==> src/rtl/ifmap_row_fetcher.sv <==
// PPE-side client for the IFMAP memory row protocol: takes the pushed first row,
// requests the remaining rows one at a time, and buffers them in a 2-entry FIFO.
module ifmap_row_fetcher #(
   parameter int PE_ID        = 5,
   parameter int IMEM_ID      = 10,
   parameter int IFMAP_SIZE   = 25,
   parameter int ROWS_PER_TS  = 5,
   parameter int NUM_TS       = 2,
   parameter int OP_PPE_INPUT = 1,
   localparam int PKT_W       = IFMAP_SIZE + 8,
   localparam int IDX_W       = (ROWS_PER_TS > 1) ? $clog2(ROWS_PER_TS) : 1,
   localparam int TS_W        = (NUM_TS > 1) ? $clog2(NUM_TS) : 1
) (
   input  logic                  clk,
   input  logic                  reset,
   input  logic                  rx_valid,
   output logic                  rx_ready,
   input  logic [PKT_W-1:0]      rx_packet,
   output logic                  tx_valid,
   input  logic                  tx_ready,
   output logic [PKT_W-1:0]      tx_packet,
   output logic                  row_valid,
   input  logic                  row_ready,
   output logic [IFMAP_SIZE-1:0] row_data,
   output logic [IDX_W-1:0]      row_index,
   output logic [TS_W-1:0]       row_ts,
   output logic                  ts_done,
   output logic                  all_done,
   output logic                  err
);

   typedef enum logic [2:0] {
      ST_WAIT_FIRST = 3'd0,
      ST_REQ        = 3'd1,
      ST_WAIT_RESP  = 3'd2,
      ST_DRAIN      = 3'd3,
      ST_FINISHED   = 3'd4
   } state_t;

   typedef struct packed {
      logic [IFMAP_SIZE-1:0] data;
      logic [IDX_W-1:0]      idx;
      logic [TS_W-1:0]       ts;
   } entry_t;

   localparam logic [PKT_W-1:0] REQ_PKT = {4'(IMEM_ID), 4'(PE_ID), {IFMAP_SIZE{1'b0}}};

   state_t           state_r, state_s;
   logic [1:0]       count_r, count_s;
   logic [IDX_W-1:0] rows_rx_r, rows_rx_s;
   logic [TS_W-1:0]  ts_r, ts_s;
   entry_t           head_r, tail_r, new_entry_s;
   logic             tx_valid_r, tx_valid_s;
   logic [PKT_W-1:0] tx_packet_r;
   logic             ts_done_r, ts_done_s;
   logic             all_done_r, all_done_s;
   logic             err_r;
   logic             rx_fire_s, pkt_ok_s, push_s, drop_s, pop_s, tx_fire_s;

   assign rx_ready  = (count_r != 2'd2);
   assign row_valid = (count_r != 2'd0);
   assign row_data  = head_r.data;
   assign row_index = head_r.idx;
   assign row_ts    = head_r.ts;
   assign tx_valid  = tx_valid_r;
   assign tx_packet = tx_packet_r;
   assign ts_done   = ts_done_r;
   assign all_done  = all_done_r;
   assign err       = err_r;

   // Handshake decode and FIFO occupancy update
   always_comb begin
      rx_fire_s   = rx_valid && rx_ready;
      pkt_ok_s    = (rx_packet[PKT_W-1 -: 4] == 4'(PE_ID)) &&
                    (rx_packet[PKT_W-5 -: 4] == 4'(OP_PPE_INPUT));
      push_s      = rx_fire_s && pkt_ok_s &&
                    ((state_r == ST_WAIT_FIRST) || (state_r == ST_WAIT_RESP));
      drop_s      = rx_fire_s && !push_s;
      pop_s       = row_valid && row_ready;
      tx_fire_s   = tx_valid_r && tx_ready;
      new_entry_s = '{data: rx_packet[IFMAP_SIZE-1:0], idx: rows_rx_r, ts: ts_r};
      case ({push_s, pop_s})
         2'b10:   count_s = count_r + 2'd1;
         2'b01:   count_s = count_r - 2'd1;
         default: count_s = count_r;
      endcase
   end

   // Next-state, counters and the request line
   always_comb begin
      state_s    = state_r;
      rows_rx_s  = rows_rx_r;
      ts_s       = ts_r;
      ts_done_s  = 1'b0;
      all_done_s = all_done_r;
      case (state_r)
         ST_WAIT_FIRST, ST_WAIT_RESP: begin
            if (push_s) begin
               rows_rx_s = rows_rx_r + IDX_W'(1);
               if (rows_rx_r == IDX_W'(ROWS_PER_TS - 1)) begin
                  state_s = ST_DRAIN;
               end else begin
                  state_s = ST_REQ;
               end
            end else begin
               state_s = state_r;
            end
         end
         ST_REQ: begin
            if (tx_fire_s) begin
               state_s = ST_WAIT_RESP;
            end else begin
               state_s = ST_REQ;
            end
         end
         ST_DRAIN: begin
            // No pushes happen here, so occupancy only falls until the timestep closes
            if (count_s == 2'd0) begin
               ts_done_s = 1'b1;
               rows_rx_s = '0;
               if (ts_r == TS_W'(NUM_TS - 1)) begin
                  state_s    = ST_FINISHED;
                  all_done_s = 1'b1;
               end else begin
                  ts_s    = ts_r + TS_W'(1);
                  state_s = ST_WAIT_FIRST;
               end
            end else begin
               state_s = ST_DRAIN;
            end
         end
         ST_FINISHED: state_s = ST_FINISHED;
         default:     state_s = ST_WAIT_FIRST;
      endcase
      tx_valid_s = (state_s == ST_REQ) && (count_s != 2'd2);
   end

   // Control and output registers
   always_ff @(posedge clk) begin
      if (reset) begin
         state_r     <= ST_WAIT_FIRST;
         count_r     <= 2'd0;
         rows_rx_r   <= '0;
         ts_r        <= '0;
         tx_valid_r  <= 1'b0;
         tx_packet_r <= '0;
         ts_done_r   <= 1'b0;
         all_done_r  <= 1'b0;
         err_r       <= 1'b0;
      end else begin
         state_r     <= state_s;
         count_r     <= count_s;
         rows_rx_r   <= rows_rx_s;
         ts_r        <= ts_s;
         tx_valid_r  <= tx_valid_s;
         tx_packet_r <= tx_valid_s ? REQ_PKT : '0;
         ts_done_r   <= ts_done_s;
         all_done_r  <= all_done_s;
         err_r       <= drop_s;
      end
   end

   // Two-entry shift FIFO; head_r drives the row outputs directly
   always_ff @(posedge clk) begin
      if (reset) begin
         head_r <= '0;
         tail_r <= '0;
      end else begin
         case (count_r)
            2'd0: begin
               if (push_s) head_r <= new_entry_s;
            end
            2'd1: begin
               if (push_s && pop_s) head_r <= new_entry_s;
               else if (push_s)     tail_r <= new_entry_s;
            end
            2'd2: begin
               if (pop_s) head_r <= tail_r;
            end
            default: begin
               head_r <= head_r;
            end
         endcase
      end
   end

endmodule

==> config.mk <==
export PLATFORM = sky130hd
export DESIGN_NAME = ifmap_row_fetcher
export DESIGN_NICKNAME = d
export VERILOG_FILES = /design/src/rtl/ifmap_row_fetcher.sv
export SDC_FILE = /design/constraint.sdc
export NUM_CORES = 1
export LEC_CHECK = 0
export CAP_MARGIN = 20
export CORE_MARGIN = 10
export CORE_UTILIZATION = 42
export DETAILED_ROUTE_END_ITERATION = 8
export PLACE_DENSITY_LB_ADDON = 0.05
export SLEW_MARGIN = 40
export SYNTH_ARGS = -nofsm -noshare
export SYNTH_HDL_FRONTEND = slang
export SYNTH_SLANG_ARGS = --single-unit
==> constraint.sdc <==
create_clock -name clk -period 2.5 [get_ports clk]
set_input_delay 0.5 -clock clk [delete_from_list [all_inputs] [get_ports clk]]
set_output_delay 0.5 -clock clk [all_outputs]
set_load 0.02 [all_outputs]
# == After elaboration in Yosys (flattened, before gate mapping) ==
# Cells that the tools add are included.
# word_totals
reg_bits,104
latchBits,0
ram_bits,0
rom_bits,0
inputBits,38
output_inout_bits,68
word_cells,81
n_memories,0
# op_classes
n_addsub,4
multipliers,0
div_mod_pow,0
order_cmp,0
n_eq_ne,19
n_shift,0
mux,17
bitwise_logic,2
reduce_logical,24
# op_table
cell,count
29-bit 2-to-1 mux,3
29-bit one-hot mux with 3 select lines,1
33-bit 2-to-1 mux,1
3-bit 2-to-1 mux,5
2-bit inequality test (second input constant),7
3-bit one-hot mux with 4 select lines,1
1-bit logical AND,9
3-bit AND reduction,3
3-bit by 1-bit equality test with 1-bit output (second input constant),2
3-bit by 2-bit equality test with 1-bit output (second input constant),2
3-bit equality test (second input constant),2
3-bit one-hot mux with 2 select lines,1
2-bit by 1-bit equality test with 1-bit output (second input constant),2
2-bit equality test (second input constant),2
4-bit by 1-bit equality test with 1-bit output (second input constant),1
4-bit by 3-bit equality test with 1-bit output (second input constant),1
2-bit logical NOT,2
2-bit 2-to-1 mux,2
2-bit one-hot mux with 2 select lines,1
4-bit AND reduction,1
2-bit nonzero test,2
2-bit OR reduction,2
3-bit by 1-bit adder with 3-bit output (second input constant),1
3-bit logical NOT,1
other kinds (9),11

# == Longest topological paths before layout ==
# Gate-level depths: netlist of run 1.
# logic_depth
ltp_word,12
depth_mapped,13
mapped_depth_nobuf,11

# == Worst setup path after synthesis of run 1 ==
# OpenSTA, ideal clock, no wires.
# synth_path
path_kind,register to register
from,register count_r[0]
to,register rows_rx_r[1]
setup_time_ns,0.070
t_arrival_ns,2.690
required_time_ns,2.430
setup_slack_ns,-0.261
path_stages_with_launch,13
n_path_buf,2
synth_period_minus_slack_ns,2.761
cell_sequence,dfxtp_1 -> inv_2 -> ha_1 -> clkbuf_1 -> nor2b_1 -> nand4_2 -> clkinv_2 -> ha_1 -> clkbuf_1 -> and3_1 -> o311a_1 -> or3_1 -> a21oi_1
# synth_between
elab_chain_len,9
elab_cells_between_ends,15
cone_classes,add/sub: 2; eq/ne: 5; mux: 1; reduce/logical: 7
# synth_lines
item,line_no,source
"start, declared",49,"logic [1:0] count_r, count_s;"
"start signal, assigned",152,count_r <= count_s;
2-bit inequality test,60,assign rx_ready = (count_r != 2'd2);
1-bit logical AND,73,rx_fire_s = rx_valid && rx_ready;
1-bit logical AND (2 in a row),76,push_s = rx_fire_s && pkt_ok_s &&
2-bit by 1-bit equality test with 1-bit output or 2-bit equality test (tied branches),82,"case ({push_s, pop_s})"
2-bit one-hot mux with 2 select lines,82,
2-bit logical NOT,118,if (count_s == 2'd0) begin
2-bit inequality test (no source line),-,
3-bit AND reduction (no source line) (*),-,
"end signal, assigned",153,rows_rx_r <= rows_rx_s;
"end, declared",50,"logic [IDX_W-1:0] rows_rx_r, rows_rx_s;"
# Every way passes the cells marked *; elsewhere a longest branch is shown, timed or not.
# A chain may end at the register's enable or synchronous reset.

# == Worst setup path in the final report of run 1 ==
# layout_path
from,input port rx_packet[31]
to,register head_r (netlist bit row_data[16])
# layout_between
elab_chain_len,7
elab_cells_between_ends,8
cone_classes,eq/ne: 3; reduce/logical: 5
# layout_lines
item,line_no,source
"start, declared",18,"input logic [PKT_W-1:0] rx_packet,"
4-bit by 3-bit equality test with 1-bit output (*),74,pkt_ok_s = (rx_packet[PKT_W-1 -: 4] == 4'(PE_ID)) &&
1-bit logical AND (*),74,
1-bit logical AND (*) (2 in a row),76,
1-bit logical AND,174,if (push_s && pop_s) head_r <= new_entry_s;
2-bit inequality test (no source line),-,
4-bit AND reduction (no source line) (*),-,
"end signal, assigned",174,
"end signal, assigned",178,if (pop_s) head_r <= tail_r;
"end signal, assigned",181,head_r <= head_r;
"end, declared",52,"entry_t head_r, tail_r, new_entry_s;"
# Marked as above.

==> results.cfg, run 1 <==
[placed_design]
io_buffer_count = 76
place_ws_ns = -0.3461
place_hpwl_um = 5390
routabilityCongestion = 0.7601

[min_path]
hold_depth = 2
hp-start = tail_r[23]$_SDFFE_PP0P_
min_to = tail_r[23]$_SDFFE_PP0P_
min_path_type = reg2reg

[global_routing]
grt_max_degree = 59
antenna_found_initial = 0
gr-total-overflow = 0
grt_pass1_wl_um = 12710
grtUsageMet3_pct = 5.473
grt_usage_pct = 13.43
use_met1_pct = 16.08
grt-busiest-layer = met2
use_met2_pct = 21.77
first_global_vias = 2572

[sta]
setup-violations-final = 0
worst-slew-pin-transition_ns = 0.6032
finalCriticalPeriod_ns = 2.449
tns_ns = 0
max_freq_ghz = 0.4083
slew_headroom_pct = 59.79
rsz0062_at_grt = yes
period_share_pct = 97.96
final_max_slew_viol_count = 0
fin_skew_ns = 0.005430
finalWorstSetupSlack_ns = 0.05110
finalHoldViolations = 0

[outcome]
status = finished, final reports clean

[power]
intPower_mw = 1.612
clockPowerShare_pct = 39.7
p_seq_share_pct = 52.8
vdd_drop_max_uv = 243.8
leakage_nw = 1.630
switchingPower_mw = 0.5300
power_frac_comb_pct = 7.5
p_per_area_mw_per_mm2 = 466.7
switching_share_pct = 24.74

[floorplanning]
rows = 32
dieHeight_um = 108.4
start_util_pct = 42.88
core_mm2 = 0.007647
dieWidth_um = 108.4
num_io_pins = 106
dieArea_mm2 = 0.01174

[worst_setup_path]
cp-start-kind = input pin
required_ns = 2.75
arrival_ns = 2.70
cp_max_fo = 7
ff2ff_setup_slack_ns = 0.11
crit_type = in2reg
reg2reg_from = count_r[0]$_SDFF_PP0_
rr_endpoint = row_data[16]$_SDFFE_PP0P_
worstRegToRegCells = 14
cp-end-kind = flop

[yosys]
ys_warn_count = 0
syn_area_mm2 = 0.003279
ys_top_cells_by_area = dfxtp_1, mux2i_1, buf_4, nand2_1, a211oi_1
syn-instance-count = 382
yosys.area.top_type = dfxtp_1
async_reset_ff_share_pct = 0
ys.flop_type = dfxtp_1
synth_top_area_share_pct = 43.34
synth_cell_types = 35
synth-seq-area-share_pct = 43.34
synth_seq_cells = 71
yosysMostFrequentCell = dfxtp_1
yosys-top-cells-count = dfxtp_1, nand2_1, nor2_1, a21oi_1, buf_4
synth_edf_count = 0
synth.avg_cell_area_um2 = 8.585

[clock_tree]
clkLatencyLatePin_ns = 0.34
numCtsBuffers = 9
cts.sinks = 71
htree_levels = 3
ctsRootBufferMaster = clkbuf_8
ctsLongestPathBuffers = 2
clk_pin_slew_ns = 0.08
cts_tree = done

[routing]
drt_iter0_markers = 124
vias_per_cell = 4.736
drtPass1Iterations = 4
wl_per_cell_um = 15.08
postRouteAntennaNets = 0
post-route-drc-count = 0
drt_wl_total_um = 8578
num_vias = 2695

[final_layout]
syn_to_final_growth_pct = 39.98
final_nets = 510
drive_above_1_share_pct = 14.99
antenna_cells = 0

[flow_run]
cap_violations = 0
==> metal layers <==
layer | wire (µm) | up-vias
met5 | 0 | -
met4 | 91 | 0
met3 | 539 | 9
met2 | 4104 | 62
met1 | 3842 | 1239
li1 | - | 1385
==> stage by stage <==
stage / power, mW / cell area (µm²) / instances / hold WS (ns) / utilization, %
CTS: 2.155 / 4294 / 560 / 0.4566 / 56.15
floorplan: 1.268 / 3446 / 410 / 0.4360 / -
finish: 2.142 / 4591 / 569 / 0.4558 / 60.03
global placement: 1.309 / 4113 / 544 / 0.4411 / 53.78
detailed placement: 1.309 / 4113 / 544 / 0.4461 / 53.78
global route: 2.240 / 4591 / 569 / 0.4772 / 60.03
==> cell type report <==
cell class                      count  area, µm²
Fill cell                         696       3057
Timing Repair Buffer               99       1057
Tap cell                          102      127.6
Clock inverter                      5      30.03
Sequential cell                    71       1426
Clock buffer                       11      151.4
Inverter                           10      42.54
Multi-Input combinational cell    271       1755
==> state kept, by name (all words and copies together), names as in the netlist, 2 cells and up <==
register   flops
tail_r        29
state_r        3
rows_rx_r      3
count_r        2
row_index      3
row_data      25
==> logic make-up (layout without fill, tap and decap cells) <==
family	Yosys count	count (layout)	share of synthesized area [%]
flip-flops	71	71	43.34
adder cells (fa/ha/maj)	10	10	3.815
AO/OA/AOI/OAI	73	73	14.23
multiplexers	31	31	9.462
AND/OR/NAND/NOR	126	126	16.67
buffers and inverters	68	125	11.83
other	1	29	0.1144
XOR/XNOR	2	2	0.5342
==> timing repair <==
action | CTS | global route
setup endpoints to repair | 0 | 30
resized for setup | 0 | 32
setup buffers | 0 | 4
hold buffers | 0 | 0
==> placed cells by master (no fill, tap or decap), types with 2 or more instances in the layout <==
cell	n
dfxtp_1	69
clkdlybuf4s50_1	69
nand2_1	64
nor2_1	39
a21oi_1	35
mux2i_1	30
conb_1	29
a211oi_1	21
buf_4	13
clkbuf_8	11
a211oi_2	9
inv_1	8
ha_1	6
dlymetal6s2s_1	6
buf_12	4
nand2b_1	3
nor2b_1	3
nor3_1	3
clkinv_2	3
clkbuf_16	3
buf_6	3
o21ai_0	2
and3_4	2
nand3_1	2
ha_4	2
ha_2	2
==> worst max-delay path: stages <==
cell and delay (ns):
clkdlybuf4s50_1 0.45, and4bb_1 0.25, nand4_4 0.13, clkinv_4 0.10, buf_4 0.12, ha_4 0.11
inv_1 0.03, a221o_1 0.34, a21oi_4 0.15, buf_12 0.15, clkbuf_16 0.15, nor2_1 0.04
a211oi_1 0.18
==> worst max path at each step <==
stage,startpoint,to,slack (ns)
CTS,rx_packet[30],row_data[20]$_SDFFE_PP0P_,0.02
global route,count_r[0]$_SDFF_PP0_,row_index[2]$_SDFFE_PP0P_,-0.02
finish,rx_packet[31],row_data[16]$_SDFFE_PP0P_,0.05
global placement,rx_packet[30],tx_packet[30]$_SDFF_PP0_,-0.31
floorplan,count_r[0]$_SDFF_PP0_,rows_rx_r[1]$_SDFFE_PP0P_,0.03
detailed placement,rx_packet[30],row_data[20]$_SDFFE_PP0P_,-0.35
==> power groups by stage <==
stage | clock [mW] | sequential, mW | combinational [mW]
after floorplan | 0 | 1.16 | 0.107
after global placement | 0 | 1.16 | 0.151
after detailed placement | 0 | 1.16 | 0.151
after CTS | 0.872 | 1.13 | 0.152
after global routing | 0.935 | 1.13 | 0.173
final | 0.851 | 1.13 | 0.160
(Power assumes the default switching activity.)
==> inputs of run 2 (changes only) <==
CAP_MARGIN = not set   (was 20)
==> results of run 2 <==
Final layout, timing and power as in run 1 (identical DEF).
